`src/rtl/ebpf_pkg.sv`:
```
// Constants and types shared by the eBPF core, its instruction/data memory and
// the memory arbiter.
package ebpf_pkg;

    localparam int DATA_W = 64;
    localparam int ADDR_W = 12;

    typedef enum logic [1:0] {
        GNT_NONE,
        GNT_FETCH,
        GNT_LS
    } grant_t;

endpackage

```
`src/rtl/mem_arbiter_if.sv`:
```
// Core-side request/response ports and memory-side bus of the memory arbiter.
// The master modport is the core plus memory; the slave modport is the arbiter.
interface mem_arbiter_if
    import ebpf_pkg::*;
#(
    parameter int DATA_W = ebpf_pkg::DATA_W,
    parameter int ADDR_W = ebpf_pkg::ADDR_W
) ();

    logic              fetch_req;
    logic [ADDR_W-1:0] fetch_addr;
    logic              fetch_ack;
    logic [DATA_W-1:0] fetch_rdata;

    logic              ls_req;
    logic              ls_we;
    logic [ADDR_W-1:0] ls_addr;
    logic [DATA_W-1:0] ls_wdata;
    logic              ls_ack;
    logic [DATA_W-1:0] ls_rdata;

    logic [ADDR_W-1:0] mem_address;
    logic [DATA_W-1:0] mem_data_in;
    logic [DATA_W-1:0] mem_data_out;
    logic              mem_write_enable;

    modport master (
        output fetch_req, fetch_addr, ls_req, ls_we, ls_addr, ls_wdata, mem_data_out,
        input  fetch_ack, fetch_rdata, ls_ack, ls_rdata,
        input  mem_address, mem_data_in, mem_write_enable
    );

    modport slave (
        input  fetch_req, fetch_addr, ls_req, ls_we, ls_addr, ls_wdata, mem_data_out,
        output fetch_ack, fetch_rdata, ls_ack, ls_rdata,
        output mem_address, mem_data_in, mem_write_enable
    );

endinterface

```
`src/rtl/mem_arbiter.sv`:
```
// Shares the single-port instruction/data memory between fetch and load/store.
// Load/store has priority; a streak counter guarantees fetch progress.
module mem_arbiter
    import ebpf_pkg::*;
#(
    parameter int DATA_W     = ebpf_pkg::DATA_W,
    parameter int ADDR_W     = ebpf_pkg::ADDR_W,
    parameter int MAX_STREAK = 4
) (
    input  logic          clk,
    input  logic          rst,
    mem_arbiter_if.slave  bus
);

    localparam int SW = (MAX_STREAK < 1) ? 1 : $clog2(MAX_STREAK + 1);
    localparam logic [SW-1:0] STREAK_MAX = SW'(MAX_STREAK);

    grant_t            grant;
    logic [SW-1:0]     streak;
    logic [ADDR_W-1:0] addr_mux;
    logic              fetch_ack_q;
    logic              ls_ack_q;
    logic [DATA_W-1:0] fetch_rdata_q;
    logic [DATA_W-1:0] ls_rdata_q;

    // Fetch overrides load/store only once the starvation streak is exhausted.
    always_comb begin
        grant = GNT_NONE;
        if (!rst) begin
            if (bus.ls_req && !(bus.fetch_req && streak == STREAK_MAX))
                grant = GNT_LS;
            else if (bus.fetch_req)
                grant = GNT_FETCH;
        end
    end

    always_comb begin
        addr_mux = bus.ls_addr;
        if (grant == GNT_FETCH)
            addr_mux = bus.fetch_addr;
    end

    assign bus.mem_address      = addr_mux;
    assign bus.mem_data_in      = bus.ls_wdata;
    assign bus.mem_write_enable = (grant == GNT_LS) && bus.ls_we;

    always_ff @(posedge clk) begin
        if (rst) begin
            fetch_ack_q   <= 1'b0;
            ls_ack_q      <= 1'b0;
            fetch_rdata_q <= '0;
            ls_rdata_q    <= '0;
            streak        <= '0;
        end else begin
            fetch_ack_q <= (grant == GNT_FETCH);
            ls_ack_q    <= (grant == GNT_LS);

            if (grant == GNT_FETCH)
                fetch_rdata_q <= bus.mem_data_out;
            if (grant == GNT_LS && !bus.ls_we)
                ls_rdata_q <= bus.mem_data_out;

            // Counts only LS wins that left a waiting fetch behind.
            if (grant == GNT_LS && bus.fetch_req) begin
                if (streak != STREAK_MAX)
                    streak <= streak + 1'b1;
            end else begin
                streak <= '0;
            end
        end
    end

    assign bus.fetch_ack   = fetch_ack_q;
    assign bus.ls_ack      = ls_ack_q;
    assign bus.fetch_rdata = fetch_rdata_q;
    assign bus.ls_rdata    = ls_rdata_q;

endmodule
```
`src/flat_wrapper.sv`:
```
// flat-port wrapper written by rule: the top's interface ports become plain ports
module mem_arbiter_flat import ebpf_pkg::*;
#(
    parameter int DATA_W     = ebpf_pkg::DATA_W,
    parameter int ADDR_W     = ebpf_pkg::ADDR_W,
    parameter int MAX_STREAK = 4
)
  (clk, rst, bus_fetch_req, bus_fetch_addr, bus_ls_req, bus_ls_we, bus_ls_addr, bus_ls_wdata, bus_mem_data_out, bus_fetch_ack, bus_fetch_rdata, bus_ls_ack, bus_ls_rdata, bus_mem_address, bus_mem_data_in, bus_mem_write_enable);
  mem_arbiter_if #(.DATA_W(DATA_W), .ADDR_W(ADDR_W)) bus_i ();
  input  logic clk;
  input  logic rst;
  input wire logic [$bits(bus_i.fetch_req)-1:0] bus_fetch_req;
  input wire logic [$bits(bus_i.fetch_addr)-1:0] bus_fetch_addr;
  input wire logic [$bits(bus_i.ls_req)-1:0] bus_ls_req;
  input wire logic [$bits(bus_i.ls_we)-1:0] bus_ls_we;
  input wire logic [$bits(bus_i.ls_addr)-1:0] bus_ls_addr;
  input wire logic [$bits(bus_i.ls_wdata)-1:0] bus_ls_wdata;
  input wire logic [$bits(bus_i.mem_data_out)-1:0] bus_mem_data_out;
  output wire logic [$bits(bus_i.fetch_ack)-1:0] bus_fetch_ack;
  output wire logic [$bits(bus_i.fetch_rdata)-1:0] bus_fetch_rdata;
  output wire logic [$bits(bus_i.ls_ack)-1:0] bus_ls_ack;
  output wire logic [$bits(bus_i.ls_rdata)-1:0] bus_ls_rdata;
  output wire logic [$bits(bus_i.mem_address)-1:0] bus_mem_address;
  output wire logic [$bits(bus_i.mem_data_in)-1:0] bus_mem_data_in;
  output wire logic [$bits(bus_i.mem_write_enable)-1:0] bus_mem_write_enable;
  assign bus_i.fetch_req = bus_fetch_req;
  assign bus_i.fetch_addr = bus_fetch_addr;
  assign bus_i.ls_req = bus_ls_req;
  assign bus_i.ls_we = bus_ls_we;
  assign bus_i.ls_addr = bus_ls_addr;
  assign bus_i.ls_wdata = bus_ls_wdata;
  assign bus_i.mem_data_out = bus_mem_data_out;
  assign bus_fetch_ack = bus_i.fetch_ack;
  assign bus_fetch_rdata = bus_i.fetch_rdata;
  assign bus_ls_ack = bus_i.ls_ack;
  assign bus_ls_rdata = bus_i.ls_rdata;
  assign bus_mem_address = bus_i.mem_address;
  assign bus_mem_data_in = bus_i.mem_data_in;
  assign bus_mem_write_enable = bus_i.mem_write_enable;
  mem_arbiter #(.DATA_W(DATA_W), .ADDR_W(ADDR_W), .MAX_STREAK(MAX_STREAK)) u_core (.clk(clk), .rst(rst), .bus(bus_i));
endmodule
```
`config.mk`:
```
export PLATFORM = sky130hd
export DESIGN_NAME = mem_arbiter_flat
export DESIGN_NICKNAME = d
export VERILOG_FILES = /design/src/rtl/ebpf_pkg.sv /design/src/rtl/mem_arbiter_if.sv /design/src/rtl/mem_arbiter.sv /design/src/flat_wrapper.sv
export SDC_FILE = /design/constraint.sdc
export NUM_CORES = 1
export LEC_CHECK = 0
export CORE_AREA = 2 2 142 144
export DETAILED_ROUTE_END_ITERATION = 8
export DIE_AREA = 0 0 144 146
export GPL_TIMING_DRIVEN = 1
export PLACE_DENSITY = 0.71
export SETUP_SLACK_MARGIN = 0.4
export SYNTH_ARGS = -nofsm -noshare
export SYNTH_HDL_FRONTEND = slang
export SYNTH_SLANG_ARGS = --single-unit
```
`constraint.sdc`:
```
create_clock -name clk -period 6.1 [get_ports clk]
set_clock_uncertainty 0.15 [all_clocks]
set_input_delay 1.22 -clock clk [delete_from_list [all_inputs] [get_ports clk]]
set_output_delay 1.22 -clock clk [all_outputs]
set_load 0.02 [all_outputs]
```
# Word-level counts from Yosys, hierarchy flattened
# Cells that the tools add are included.
[totals]
output_inout_bits = 207
elab_cells = 23
ff_bits = 133
inputBits = 157
[op_classes]
bitwise_logic = 1
n_addsub = 1
n_reduce_logical = 8
eq_ne = 4
muxes = 4
[op_table]
columns = ["operator", "n"]
rows = [
  ["12-bit two-way mux", 1],
  ["1-bit logical AND", 5],
  ["2-bit two-way mux", 2],
  ["3-bit by 1-bit adder with 3-bit output (second input constant)", 1],
  ["3-bit equality test (second input constant)", 1],
  ["3-bit != test (second input constant)", 1],
  ["2-bit by 1-bit equality test with 1-bit output (second input constant)", 1],
  ["2-bit equality test (second input constant)", 1],
  ["1-bit logical NOT", 2],
  ["2-bit OR reduction", 1],
  ["1-bit two-way mux", 1],
  ["1-bit inverter", 1],
]

# Depth between registers and ports, before layout
[logic_depth]
ltp_word = 10
ltp_mapped = 7
depth_no_buf = 5

# Worst setup path after synthesis
# No wires, ideal clock.
[synth_path]
path_kind = "input -> output"
start = "input rst"
end = "output bus_mem_address[10]"
n_path_buf = 1
required_time_ns = 4.730
t_arrival_ns = 2.244
cell_stages = 4
setup_slack_ns = 2.486
cell_sequence = "nand2b_1 > a21oi_1 > buf_2 > mux2_2"
[synth_via]
elab_chain_len = 3
[synth_lines]
columns = ["element", "line", "rtl"]
rows = [
  ["start: declaration", "flat_wrapper.sv:11", "input logic rst;"],
  ["2-bit two-way mux", "mem_arbiter.sv:29", "if (!rst) begin"],
  ["2-bit by 1-bit equality test with 1-bit output", "mem_arbiter.sv:39", "if (grant == GNT_FETCH)"],
  ["12-bit two-way mux", "mem_arbiter.sv:39", ""],
  ["end: declaration", "flat_wrapper.sv:23", "output wire logic [$bits(bus_i.mem_address)-1:0] bus_mem_address;"],
]
# Every way passes these cells.

# Worst setup path in the final report
[layout_path]
start = "input bus_fetch_req"
end = "output bus_mem_address[4]"
[layout_via]
elab_chain_len = 7
word_cells_on_any_way = 8
cone_classes = "eq/ne (1); mux (4); reduce/logical (3)"
[layout_lines]
columns = ["element", "line", "rtl"]
rows = [
  ["start: declaration", "flat_wrapper.sv:12", "input wire logic [$bits(bus_i.fetch_req)-1:0] bus_fetch_req;"],
  ["1-bit logical AND", "mem_arbiter.sv:30", "if (bus.ls_req && !(bus.fetch_req && streak == STREAK_MAX))"],
  ["1-bit logical NOT", "mem_arbiter.sv:30", ""],
  ["1-bit logical AND", "mem_arbiter.sv:30", ""],
  ["2-bit two-way mux *", "mem_arbiter.sv:30", ""],
  ["2-bit two-way mux *", "mem_arbiter.sv:29", ""],
  ["2-bit by 1-bit equality test with 1-bit output *", "mem_arbiter.sv:39", ""],
  ["12-bit two-way mux *", "mem_arbiter.sv:39", ""],
]
# Every way passes the cells marked *; elsewhere a longest branch is shown, timed or not.

==> summary.md <==
| Metric | Value |
|---|---|
| Flop-to-flop setup slack | `3560 ps` |
| First-pass GRT wire length | `23.0 mm` |
| Post-route ant nets | `0` |
| Total grt overflow | `0` |
| CP Capture Type | `output pin` |
| RSZ-0062 raised after global routing | `no` |
| Rel. slew slack | `0.352` |
| Share of cells above drive strength 1 | `0.152` |
| Outcome | `finished clean` |
| Post-synthesis cell count | `a little under 600` |
| CP Max Fanout | `13` |
| Length of the first detailed-routing pass in iterations | `4` |
| Initial antenna violation count | `0` |
| Worst hold path type | `flop to flop` |
| Setup_tns | `0 ps` |
| RePlAce Congestion | `0.754` |
| Final Max Slew Viols | `0` |
| CTS Sinks | `roughly 130` |
| Vias in the first global route | `4356` |
| Fin crit period | `~4500 ps` |
| Pwr/cell area | `274 nW/um2` |
| Worst Hold Path EP | `u_core.bus.fetch_rdata[12]` |
| Post-route cell area | `roughly 9100 um2` |
| Post-synth EDFFs | `0` |
| GRT Total Usage | `0.140` |
| Total number of vias | `4359` |
| Async SR Flop Fraction | `0` |
| Sequential area share after synthesis | `0.416` |
| Width of the die | `~140 um` |
| DR iter-0 viols | `approximately 120` |
| CTS tree | `built` |
| Startpoint Class | `primary input` |
| Hold Vio Cnt, Final | `0` |
| Placeable Area | `19300 um2` |
| Hold wc startpoint | `u_core.bus.fetch_rdata[12]` |
| Drt drc | `0` |
| FF-to-FF path depth | `5` |
| Vias per Instance | `4.27` |
| CTS-repair resized insts | `0` |
| Crit path max-delay family | `buffers and inverters` |
| Clk_lat worst skew | `400 ps` |
| FMAX | `224 MHz` |
| DIE AREA | `21000 um2` |
| WS Path Type | `primary input to output pin` |
| Post-placement cell area | `about 8500 um2` |
| CTS hold repair buffers | `0` |
| Arr. time, crit path | `just over 3000 ps` |
| Die Height | `between 100 and 150 um` |
| Final Net Count | `902` |
| Flops & latches, synth | `133` |
| CP Cell Sequence | `clkdlybuf4s50_1 > nand2b_1 > a21oi_1 > buf_4 > mux2_2 > clkdlybuf4s50_1` |
| Clock-pin slew on the worst setup and hold paths | `roughly 60 ps` |
| TritonCTS Buffers | `17` |
| Commonest non-fill, non-tap cell in the layout | `clkdlybuf4s50_1` |
| Commonest cells after routing, fill and taps aside | `234 x clkdlybuf4s50_1, 133 x dfxtp_1, 130 x nand2b_1` |
| Peak VDD IR | `177 uV` |
| Critical path buffers and inverters | `3` |
| Post-CTS Setup Inserts | `0` |
| WP data required | `4730 ps` |
| Top Ports | `364` |
| Netlist cell types | `20` |
| WHS Path Cells | `2` |
| Area Growth Syn to Fin | `42.7%` |
| Share of the synthesized area in the top cell type | `0.416` |
| Synth area leaders | `dfxtp_1 42%, mux2_4 14%, nand2b_1 13%` |
| RR Endpoint | `u_core.bus.ls_rdata[41]` |
| Top FF cell, synth | `dfxtp_1` |
| CTS Buffer Depth | `2` |
| Diode count | `0` |
| Pleak | `3.63 nW` |
| Cell Area, Synth | `6400 um2` |
| Crit-path slowest cell | `clkdlybuf4s50_1` |
| Root Buffer | `clkbuf_16` |
| WL/cell | `between 10 and 15 um` |
| Htree depth | `4` |
| Dpl hpwl | `9.97 mm` |
| Area leader, netlist | `dfxtp_1` |
| Final wirelength | `between 10 and 15 mm` |
| Reg2reg start | `u_core.streak[0]` |
| Max-cap violations | `0` |
| Initial Utilization | `0.331` |
| Worst slew pin tran | `972 ps` |
| Floorplan row count | `51` |
| PortBufs | `approximately 240` |
| Fin crit share | `0.733` |
| Ys Warns | `0` |
| Largest net degree at the start of global routing | `about 110` |
| Cell mode on critical path | `clkdlybuf4s50_1` |
| Slowest stage delay, CP | `550 ps` |
| Setup violations, final | `0` |
| Net count after synthesis | `about 740` |
| Syn_area_per_cell | `around 11 um2` |
[report_power, final]
part           total [mW]  switching (mW)  leakage (nW)  internal, mW
sequential          0.939          0.0226          1.09         0.916
clock                1.18           0.391         0.331         0.790
combinational       0.387           0.165          2.21         0.222
[cells by family after synthesis]
kind of cell,synth area share
AND/OR/NAND/NOR,0.195
multiplexers,0.271
flip-flops,0.416
buffers and inverters,0.109
AO/OA/AOI/OAI,0.00528
adder cells (fa/ha/maj),0.00391
[through the flow]
stage               hold slack, ps  utilization  setup slack (ps)  power (mW)  std cells
floorplan                      329            -              2490        1.22        584
global placement               308        0.437              1620        1.35        989
detailed placement             311        0.437              1630        1.35        989
CTS                            325        0.473              1610        2.55       1021
global route                   339        0.473              1500        2.61       1021
finish                         321        0.473              1630        2.51       1021
[sequential cells by signal (all words and copies together) (netlist names)]
register / cells
u_core.bus.fetch_rdata: 64
u_core.bus.fetch_ack: 1
u_core.bus.ls_ack: 1
u_core.bus.ls_rdata: 64
u_core.streak: 3
[synth_stat cells, types with 2 or more instances]
cell type,n
nor2b_1,64
buf_4,71
nand2b_1,130
a21oi_1,2
mux2_2,16
inv_1,2
mux2_4,60
buf_2,2
buf_6,6
mux2i_1,65
dfxtp_1,133
nor2_1,2
ha_1,2
and2_1,3
clkbuf_1,21
[worst max path at each step]
stage	from	end	slack (ps)	cells past startpoint
CTS	bus_fetch_req	bus_mem_address[4]	1610	6
finish	bus_fetch_req	bus_mem_address[4]	1630	6
detailed placement	bus_fetch_req	bus_mem_address[5]	1630	6
global placement	bus_fetch_req	bus_mem_address[5]	1620	6
floorplan	rst	bus_mem_address[10]	2490	4
global route	bus_fetch_req	bus_mem_address[4]	1500	6
[layer usage]
layer	wire (um)	part of all wire	track usage	vias up
met3	1000	0.068	0.0494	32
met4	289	0.020	0.0642	0
met1	6240	0.42	0.163	2030
li1	-	-	-	2152
met5	0	0	0	-
met2	7160	0.49	0.229	145
[area by class of cell]
class	instances	area (um2)
Clock buffer	20	457
Clock inverter	12	224
Tap cell	265	332
Timing Repair Buffer	240	2400
Multi-Input combinational cell	349	3050
Inverter	2	7.51
Fill cell	1816	10200
Sequential cell	133	2660
[worst register-to-register path: cells and delay by family (launching register included)]
family | cells | cell delay [ps]
mux | 1 | 390
buf+inv | 2 | 460
compound gates | 1 | 860
flops | 1 | 310
fa+ha+maj | 1 | 260
(Power assumes the default switching activity.)
